**src/rtl/oob_link_pkg.sv**
```systemverilog
// Shared encodings for the OOB link manager: FSM states, backoff cap, speed indices.
// Pure constants and a helper; no logic, no latency.
package oob_link_pkg;

  typedef enum logic [2:0] {
    ST_IDLE    = 3'd0,
    ST_START   = 3'd1,
    ST_WAIT    = 3'd2,
    ST_UP      = 3'd3,
    ST_BACKOFF = 3'd4,
    ST_SPEED   = 3'd5,
    ST_FAILED  = 3'd6
  } state_t;

  localparam int unsigned BACKOFF_SHIFT_CAP = 3;
  localparam int unsigned GEN1 = 0;

  // Attempt n waits base << (n-1), doubling up to the cap.
  function automatic int unsigned backoff_shift(input int unsigned attempt);
    if (attempt == 0) return 0;
    return (attempt - 1 > BACKOFF_SHIFT_CAP) ? BACKOFF_SHIFT_CAP : attempt - 1;
  endfunction

endpackage

```
**src/rtl/oob_link_mgr_sat_counter.sv**
```systemverilog
// Width-parametrised saturating event counter, clear wins over increment.
// Latency: count updates one cycle after inc_i/clr_i; no backpressure.
module sat_counter #(
  parameter int WIDTH = 8
) (
  input  logic             clk,
  input  logic             rst,
  input  logic             clr_i,
  input  logic             inc_i,
  output logic [WIDTH-1:0] cnt_o
);

  logic [WIDTH-1:0] cnt_q;

  always_ff @(posedge clk or posedge rst) begin
    if (rst) begin
      cnt_q <= '0;
    end else if (clr_i) begin
      cnt_q <= '0;
    end else if (inc_i && (cnt_q != '1)) begin
      cnt_q <= cnt_q + WIDTH'(1);
    end
  end

  assign cnt_o = cnt_q;

endmodule

```
**src/rtl/oob_link_mgr.sv**
```systemverilog
// Link manager in front of the oob sequencer: starts OOB, retries with exponential backoff, falls back in speed.
// Latency: oob_start one cycle after IDLE conditions hold; waits on oob_busy and speed_change_ack handshakes.
module oob_link_mgr
  import oob_link_pkg::*;
#(
  parameter int MAX_RETRIES     = 4,
  parameter int BACKOFF_CYCLES  = 1024,
  parameter int CLK_SPEED_GRADE = 1,
  parameter int SPEED_NUM       = 3,
  parameter int CNT_WIDTH       = 8,
  localparam int SW = (SPEED_NUM > 1) ? $clog2(SPEED_NUM) : 1,
  localparam int RW = $clog2(MAX_RETRIES + 1)
) (
  input  logic                 clk,
  input  logic                 rst,
  input  logic                 enable,
  input  logic                 gtx_ready,
  input  logic                 rxbyteisaligned,
  input  logic                 oob_busy,
  input  logic                 link_up,
  input  logic                 link_down,
  input  logic                 oob_error,
  input  logic                 oob_silence,
  input  logic                 cominit_req,
  output logic                 oob_start,
  output logic                 cominit_allow,
  output logic [SW-1:0]        speed_sel,
  output logic                 speed_change_req,
  input  logic                 speed_change_ack,
  output logic                 link_state,
  output logic                 phy_ready,
  output logic                 fail,
  output logic [RW-1:0]        retry_cnt,
  output logic [CNT_WIDTH-1:0] linkdown_cnt,
  output logic [CNT_WIDTH-1:0] error_cnt,
  input  logic                 clr_cnt
);

  localparam int TW = $clog2(32 * BACKOFF_CYCLES + 1);
  localparam logic [SW-1:0] SPEED_TOP    = SW'(SPEED_NUM - 1);
  localparam logic [RW-1:0] RETRY_MAX    = RW'(MAX_RETRIES);
  localparam logic [TW-1:0] BACKOFF_BASE = TW'(BACKOFF_CYCLES * CLK_SPEED_GRADE);

  state_t        state_q;
  logic          oob_start_q;
  logic          cominit_allow_q;
  logic          speed_req_q;
  logic          link_state_q;
  logic          fail_q;
  logic [SW-1:0] speed_sel_q;
  logic [RW-1:0] retry_q, retry_d;
  logic [TW-1:0] timer_q, timer_d;
  logic          err_inc, ld_inc;

  always_comb begin
    retry_d = retry_q + RW'(1);
    timer_d = BACKOFF_BASE << backoff_shift(32'(retry_d));
  end

  assign err_inc = enable & gtx_ready & (state_q == ST_WAIT) & ~link_up & oob_error;
  assign ld_inc  = enable & gtx_ready & (state_q == ST_UP) & link_down;

  always_ff @(posedge clk or posedge rst) begin
    if (rst) begin
      state_q         <= ST_IDLE;
      oob_start_q     <= 1'b0;
      cominit_allow_q <= 1'b0;
      speed_req_q     <= 1'b0;
      link_state_q    <= 1'b0;
      fail_q          <= 1'b0;
      speed_sel_q     <= SPEED_TOP;
      retry_q         <= '0;
      timer_q         <= '0;
    end else begin
      oob_start_q     <= 1'b0;
      cominit_allow_q <= 1'b0;
      if (!enable) begin
        state_q      <= ST_IDLE;
        fail_q       <= 1'b0;
        retry_q      <= '0;
        speed_sel_q  <= SPEED_TOP;
        speed_req_q  <= 1'b0;
        link_state_q <= 1'b0;
      // A rate change in flight and a declared failure both outlive gtx resets.
      end else if (!gtx_ready && (state_q != ST_IDLE) && (state_q != ST_SPEED) &&
                   (state_q != ST_FAILED)) begin
        state_q      <= ST_IDLE;
        link_state_q <= 1'b0;
      end else begin
        case (state_q)
          ST_IDLE: begin
            if (gtx_ready && !oob_busy) begin
              state_q     <= ST_START;
              oob_start_q <= 1'b1;
            end
          end
          ST_START: state_q <= ST_WAIT;
          ST_WAIT: begin
            if (link_up) begin
              state_q      <= ST_UP;
              link_state_q <= 1'b1;
              retry_q      <= '0;
            end else if (oob_error || oob_silence) begin
              retry_q <= retry_d;
              if (retry_d == RETRY_MAX) begin
                state_q <= ST_SPEED;
                if (speed_sel_q != SW'(GEN1)) begin
                  speed_sel_q <= speed_sel_q - SW'(1);
                  speed_req_q <= 1'b1;
                end
              end else begin
                state_q <= ST_BACKOFF;
                timer_q <= timer_d;
              end
            end
          end
          ST_BACKOFF: begin
            if (timer_q == '0) state_q <= ST_IDLE;
            else               timer_q <= timer_q - TW'(1);
          end
          ST_SPEED: begin
            // No request raised on entry means the lowest rate was already in use.
            if (!speed_req_q) begin
              state_q <= ST_FAILED;
              fail_q  <= 1'b1;
            end else if (speed_change_ack) begin
              speed_req_q <= 1'b0;
              retry_q     <= '0;
              state_q     <= ST_IDLE;
            end
          end
          ST_UP: begin
            if (link_down) begin
              link_state_q <= 1'b0;
              state_q      <= ST_IDLE;
            end else if (cominit_req) begin
              cominit_allow_q <= 1'b1;
              link_state_q    <= 1'b0;
              state_q         <= ST_WAIT;
            end
          end
          ST_FAILED: state_q <= ST_FAILED;
          default:   state_q <= ST_IDLE;
        endcase
      end
    end
  end

  sat_counter #(.WIDTH(CNT_WIDTH)) u_err_cnt (
    .clk   (clk),
    .rst   (rst),
    .clr_i (clr_cnt),
    .inc_i (err_inc),
    .cnt_o (error_cnt)
  );

  sat_counter #(.WIDTH(CNT_WIDTH)) u_linkdown_cnt (
    .clk   (clk),
    .rst   (rst),
    .clr_i (clr_cnt),
    .inc_i (ld_inc),
    .cnt_o (linkdown_cnt)
  );

  assign oob_start        = oob_start_q;
  assign cominit_allow    = cominit_allow_q;
  assign speed_sel        = speed_sel_q;
  assign speed_change_req = speed_req_q;
  assign link_state       = link_state_q;
  assign phy_ready        = link_state_q & gtx_ready & rxbyteisaligned;
  assign fail             = fail_q;
  assign retry_cnt        = retry_q;

endmodule

```
**config.mk**
```make
export PLATFORM = sky130hd
export DESIGN_NAME = oob_link_mgr
export DESIGN_NICKNAME = d
export VERILOG_FILES = /design/src/rtl/oob_link_pkg.sv /design/src/rtl/oob_link_mgr_sat_counter.sv /design/src/rtl/oob_link_mgr.sv
export SDC_FILE = /design/constraint.sdc
export NUM_CORES = 1
export LEC_CHECK = 0
export BUFFER_PORTS_ARGS = -buffer_cell sky130_fd_sc_hd__buf_4
export CAP_MARGIN = 15
export CORE_MARGIN = 3
export CORE_UTILIZATION = 45
export CTS_CLUSTER_DIAMETER = 120
export DETAILED_ROUTE_END_ITERATION = 8
export GPL_TIMING_DRIVEN = 1
export PLACE_DENSITY = 0.65
export SLEW_MARGIN = 20
export SYNTH_ARGS = -nofsm -noshare
export SYNTH_HDL_FRONTEND = slang
export SYNTH_SLANG_ARGS = --single-unit
```
**constraint.sdc**
```tcl
create_clock -name clk -period 4 [get_ports clk]
set_clock_uncertainty 0.1 [all_clocks]
set_input_delay 0.2 -clock clk [delete_from_list [all_inputs] [get_ports clk]]
set_output_delay 0.2 -clock clk [all_outputs]
set_load 0.01 [all_outputs]
```
==> out/results.ini, run 1 <==
[setup_path]
crit_chain=ha_1 -> ha_1 -> nor4b_4 -> o21ai_1 -> nor2_1 -> a31oi_1
critPathMaxFanout=10
slowest_delay_ps=490
reg2reg_to=timer_q[15]
worstPathArrival_ps=2730
cp.buffers_inverters=0
worstSetupEndpointType=flop
reg2reg_slack_ps=1330
cp-start-kind=flop
critPathLaunch=retry_cnt[0]
r2r-start=retry_cnt[0]
r2r_cells=6
cp.depth=6
critPathKind=flop to flop
crit_path_end=timer_q[15]
critPathRequiredTime_ps=4060
crit_top_cell=ha_1
cpLargestDelayFamily=simple AND/OR/NAND/NOR gates
worst_path_max_delay_cell=nor4b_4

[floorplanning]
core-area_mm2=0.005675
ios=40
dieArea_mm2=0.007047
die_y_um=83.95
num_rows=27
die_x_um=83.95
initial_core_util_pct=48.17

[synth]
ys_warn_count=0
synth_edf_count=0
synth_cell_types=57
synth_top_area_share_pct=40.27
synthArstFlopShare_pct=100.0
synth_ff_type=dfrtp_1
synth.cell_area_mm2=0.002734
synthCells=304
yosysTopAreaCell=dfrtp_1
ys_top_cells_by_area=dfrtp_1, nor2_1, ha_1
synth-seq-cells=45
seq_area_frac_synth_pct=41.24
synth_area_per_cell_um2=8.993
synth_fp_nets=326

[power]
ir_worst_vdd_v=0.0002149
leakage_nw=1.395
p_per_area_mw_per_mm2=323.8

[sta]
fin_tns_setup_ps=0
fmax_mhz=375.0
grt_setup_unrepaired=no
hold_viol=0
tightest_slew_ps=796.8
setup_violations=0
period_share_pct=66.68
fin_hold_ws_ps=54.80
maxSlewHeadroom_pct=46.82
drv_slew=0
finalCriticalPeriod_ps=2667

[detailed_routing]
drtIter0Drc=168
wl_per_cell_um=15.74
postRouteAntennaNets=0
drcViolationCount=0
viasPerCell=5.855
firstDrtPassIters=4
via_count=2418
wl_mm=6.501

[clocking]
path_clk_slew_ps=80
cts.sinks=45
cts_buffers=5
htreeDepth=2
cts_tree=built
cts_max_path_buffers=2
post_cts_buffers=0
cts-root-buf=clkbuf_8
worstSkewPairLatency_ps=300

[global_route]
grt_pass1_vias=2347
grt_overflow=0
grt_pass1_wl_mm=11.23
antenna_found_initial=0
grt_max_degree=46
track_usage_pct=19.28

[final_layout]
area_growth_pct=16.11
drive_above_1_share_pct=16.72
final_cell_mix=dfrtp_1, buf_4, nor2_1
fin_util_pct=55.93
num_antenna_cells=0
layout_commonest_cell=dfrtp_1
nNetsFinal=362

[min_path]
hp-class=input port to flop

[placement]
io_buffers=39
dpl.hpwl_mm=4.634
gp_congestion=0.8441

[job]
cap_viol_max_count=0

[status]
status=finished clean

==> metrics by stage <==
stage | setup slack (ps) | area [um2] | power [mW] | instances
floorplan | 1754 | 2734 | 0.6927 | 304
global placement | 1463 | 3075 | 0.7459 | 404
detailed placement | 1415 | 3075 | 0.7437 | 404
CTS | 1385 | 3163 | 1.038 | 412
global route | 1118 | 3174 | 1.091 | 413
finish | 1333 | 3174 | 1.028 | 413
==> synth_stat cells (4+ instances only) <==
library cell   n
dfrtp_1       44
nor2_1        40
o21ai_0       18
nand2_1       15
nor3_1        14
a21oi_1       12
inv_1         11
o31ai_1       11
a31oi_1       10
clkbuf_1      10
nand3_1       10
ha_1           9
xor2_1         8
nand2b_1       7
xnor2_1        7
nand4_1        6
and3_1         5
nor2b_1        4
o211ai_1       4
==> worst min-delay path by stage <==
stage                         end         from  slack, ps  cells past startpoint
finish               speed_sel[1]       enable         50                      2
detailed placement   speed_sel[1]       enable        380                      2
floorplan           cominit_allow  cominit_req        250                      1
global route         speed_sel[1]       enable         60                      2
CTS                  speed_sel[1]       enable         50                      2
global placement     speed_sel[1]       enable        350                      2
==> registers in the layout, summed over array words and instances, names as in the netlist <==
| register | count |
|---|---|
| cominit_allow | 1 |
| fail | 1 |
| link_state | 1 |
| oob_start | 1 |
| retry_cnt | 3 |
| speed_change_req | 1 |
| speed_sel | 2 |
| state_q | 3 |
| timer_q | 16 |
| u_err_cnt.cnt_o | 8 |
| u_linkdown_cnt.cnt_o | 8 |
==> cells by family after synthesis <==
logic type / count (synthesis) / share of synthesized area, %
AOI/OAI and AO/OA: 81 / 19.82
xor gates and xnor gates: 15 / 4.806
adders and majority gates: 9 / 4.119
buffers and inverters: 24 / 3.570
DFF: 45 / 41.24
muxes: 3 / 1.098
and+or+nand+nor: 127 / 25.35
==> where the power goes <==
part / leakage (nW) / switching [mW] / total, mW / internal, mW
registers: 0.614 / 0.0340 / 0.516 / 0.482
clock network: 0.0374 / 0.163 / 0.286 / 0.123
logic: 0.743 / 0.150 / 0.226 / 0.0757
total: 1.39 / 0.347 / 1.03 / 0.681
==> routing by layer <==
metal  track usage [%]  vias up  routed length (um)
met5                 0        -                   0
li1                  -     1189                   -
met2             31.45       61                3077
met4             5.409        0                  55
met3             3.653        5                 317
met1             26.06     1163                3050
==> timing repair <==
item | 4_1_cts | 5_1_grt
gates resized for setup | 0 | 0
hold buffers | 0 | 1
endpoints found under the hold margin | 0 | 29
==> area by class of cell <==
cell class                 count  area (um2)
multi-input combinational    235        1509
fill                         536        2501
clock inverter                 2       15.01
tap                           72       90.09
inverter                      11       42.54
clock buffer                   6       72.57
timing repair buffer          42       317.8
sequential                    45        1127
Power figures use the tool's default switching activity.
==> inputs of run 2 (changes only) <==
ABC_AREA = 1   (was default)
PLACE_DENSITY = 0.67   (was 0.65)
clock period = 2.3 ns   (was 4 ns; I/O delays follow)
==> run 2 against run 1 <==
Register-to-register slack worse by 1100 ps. Non-clock buffer count rose by 6. Via count increased by 23%. Fmax rose by 31%. Sequential share of layout area decreased by 4.5 points. Combinational power rose to 5.8 times the previous value. Count of clock-buffer cells in the layout stayed put. Sequential cell count unchanged.
==> out/results.ini, run 2 <==
[synth]
synth_area_per_cell_um2=6.823  ; -24%
synth_top_area_share_pct=35.31  ; -5.0 points
yosysTopAreaCell=dfrtp_1
ys_top_cells_by_count=nand2_1, nor2_1, nand3_1
synth_edf_count=0  ; unchanged
ys_warn_count=0  ; unchanged
seq_area_frac_synth_pct=36.16  ; -5.1 points
synth-seq-cells=45  ; unchanged
synth_most_common_cell=nand2_1
synth_fp_nets=479  ; +47%
ys_top_cells_by_area=dfrtp_1, nand2_1, nand3_1
synthCells=457  ; +50%
synth.cell_area_mm2=0.003118  ; +14%
synthArstFlopShare_pct=100.0  ; unchanged
synth_cell_types=31  ; -46%
synth_ff_type=dfrtp_1

[setup_path]
cp-start-kind=flop
reg2reg_slack_ps=270  ; -1060 ps
worstSetupEndpointType=flop
r2r-start=retry_cnt[0]
worst_path_max_delay_cell=dfrtp_1
critPathMaxFanout=4  ; -6
crit_path_end=timer_q[11]
critPathLaunch=retry_cnt[0]
crit_top_cell=nand2_1
worstPathArrival_ps=2120  ; -610 ps
reg2reg_to=timer_q[11]
crit_chain=ha_1 -> ha_1 -> ha_1 -> a21boi_0 -> o21ai_1 -> nand2_1 -> nand3_1 -> nand2_1 -> nand2_1 -> nand2_1
critPathRequiredTime_ps=2400  ; -1660 ps
r2r_cells=10  ; +4
slowest_delay_ps=410  ; -80 ps
critPathKind=flop to flop

[detailed_routing]
firstDrtPassIters=4  ; unchanged
viasPerCell=5.120  ; -13%
postRouteAntennaNets=0  ; unchanged
wl_per_cell_um=12.35  ; -22%
drtIter0Drc=171  ; +1.8%
via_count=2980  ; +23%
wl_mm=7.186  ; +11%
drcViolationCount=0  ; unchanged

[global_route]
grt_max_degree=24  ; -48%
antenna_found_initial=0  ; unchanged
grt_pass1_wl_mm=12.58  ; +12%
grt_overflow=0  ; unchanged
track_usage_pct=19.91  ; +0.64 points
grt_pass1_vias=2787  ; +19%

[min_path]
hp-class=input port to flop

[floorplanning]
die_x_um=89.24  ; +6.3%
die_y_um=89.24  ; +6.3%
initial_core_util_pct=47.74  ; -0.43 points
ios=40  ; unchanged
dieArea_mm2=0.007964  ; +13%
num_rows=29  ; +7.4%
core-area_mm2=0.006531  ; +15%

[final_layout]
fin_util_pct=55.57  ; -0.36 points
final_cell_mix=nand2_1, nor2_1, nand3_1
layout_commonest_cell=nand2_1
multi_input_area_mm2=0.001755  ; +16%
regMostFlops=timer_q
num_antenna_cells=0  ; unchanged
area_growth_pct=16.41
fillers=611  ; +14%
largest_register_ffs=16  ; unchanged
nNetsFinal=526  ; +45%
drive_above_1_share_pct=18.22  ; +1.5 points
register_area_mm2=0.001127  ; unchanged

[power]
leakage_nw=1.894  ; +36%
ir_worst_vdd_v=0.0004160  ; +94%
p_per_area_mw_per_mm2=786.2  ; +140%

[job]
cap_viol_max_count=0  ; unchanged

[clocking]
htreeDepth=2  ; unchanged
cts-root-buf=clkbuf_8
cts_buffers=5  ; unchanged
cts_max_path_buffers=2  ; unchanged
cts_tree=built
worstSkewPairLatency_ps=300  ; about the same
cts.sinks=45  ; unchanged
post_cts_buffers=0  ; unchanged
path_clk_slew_ps=80  ; about the same

[placement]
gp_congestion=0.8558  ; +1.4%
dpl.hpwl_mm=5.557  ; +20%
io_buffers=39  ; unchanged

[sta]
tightest_slew_ps=493.6  ; -303.2 ps
setup_violations=0  ; unchanged
fin_tns_setup_ps=0  ; unchanged
period_share_pct=88.22  ; +22 points
fmax_mhz=492.8  ; +31%
grt_setup_unrepaired=no
finalCriticalPeriod_ps=2029  ; -638.0 ps
maxSlewHeadroom_pct=67.05  ; +20 points
drv_slew=0  ; unchanged
hold_viol=0  ; unchanged

[status]
status=finished clean

==> run 2: power by group <==
part           switching (mW)  internal, mW  leakage (nW)
Sequential              0.147         0.905         0.614
Clock                   0.270         0.211        0.0450
Combinational           0.818         0.503          1.24
Total                    1.23          1.62          1.89
==> run 2: critical path, delay by kind of cell (launching register included) <==
family	cells	cell delay, ps
AO/OA/AOI/OAI	2	260
flip-flops	1	410
adder cells (fa/ha/maj)	3	810
AND/OR/NAND/NOR	5	320
==> run 2: metal layers <==
layer / GRT usage, % / share of wire [%] / up-vias
li1: - / - / 1562
met1: 26.42 / 47 / 1339
met2: 33.36 / 47 / 69
met3: 2.949 / 4.6 / 10
met4: 6.495 / 1.6 / 0
met5: 0 / 0 / -
==> run 2: stage by stage <==
stage	cells	hold WS, ps	setup WS, ps	total power, mW	instance area, um2
after floorplan	457	162.8	344.5	2.033	3118
after global placement	571	71.38	298.4	2.358	3517
after detailed placement	571	88.03	253.6	2.376	3517
after CTS	582	10.28	232.8	2.877	3630
after global routing	582	26.43	19.02	3.136	3630
final	582	26.51	271.0	2.854	3630
==> run 2: worst min path at each step <==
stage,startpoint,slack [ps],cells after the start,to
after detailed placement,rst,90,2,u_linkdown_cnt.cnt_o[1]
after floorplan,gtx_ready,160,2,oob_start
after CTS,link_down,10,4,cominit_allow
final,link_down,30,4,cominit_allow
after global placement,rst,70,2,u_linkdown_cnt.cnt_o[1]
after global routing,enable,30,3,speed_change_req
==> run 2: cells by family after synthesis <==
family                     synth area share [%]
adders and majority gates                 3.612
and+or+nand+nor                           41.77
DFF                                       36.16
xor gates and xnor gates                  3.371
buffers and inverters                     7.544
AOI/OAI and AO/OA                         7.544
==> run 2: final cells by class <==
cell class                 instances  share of cell area [%]
inverter                          50                   5.171
clock buffer                       6                   1.999
multi-input combinational        354                   48.36
clock inverter                     2                  0.2758
tap                               77                   2.654
timing repair buffer              48                   10.48
sequential                        45                   31.06
==> run 2: what timing repair did <==
item / in CTS / in global routing
hold endpoints to repair: 23 / 0
setup endpoints to repair: 0 / 2
hold buffers: 3 / 0
gates resized for setup: 0 / 1
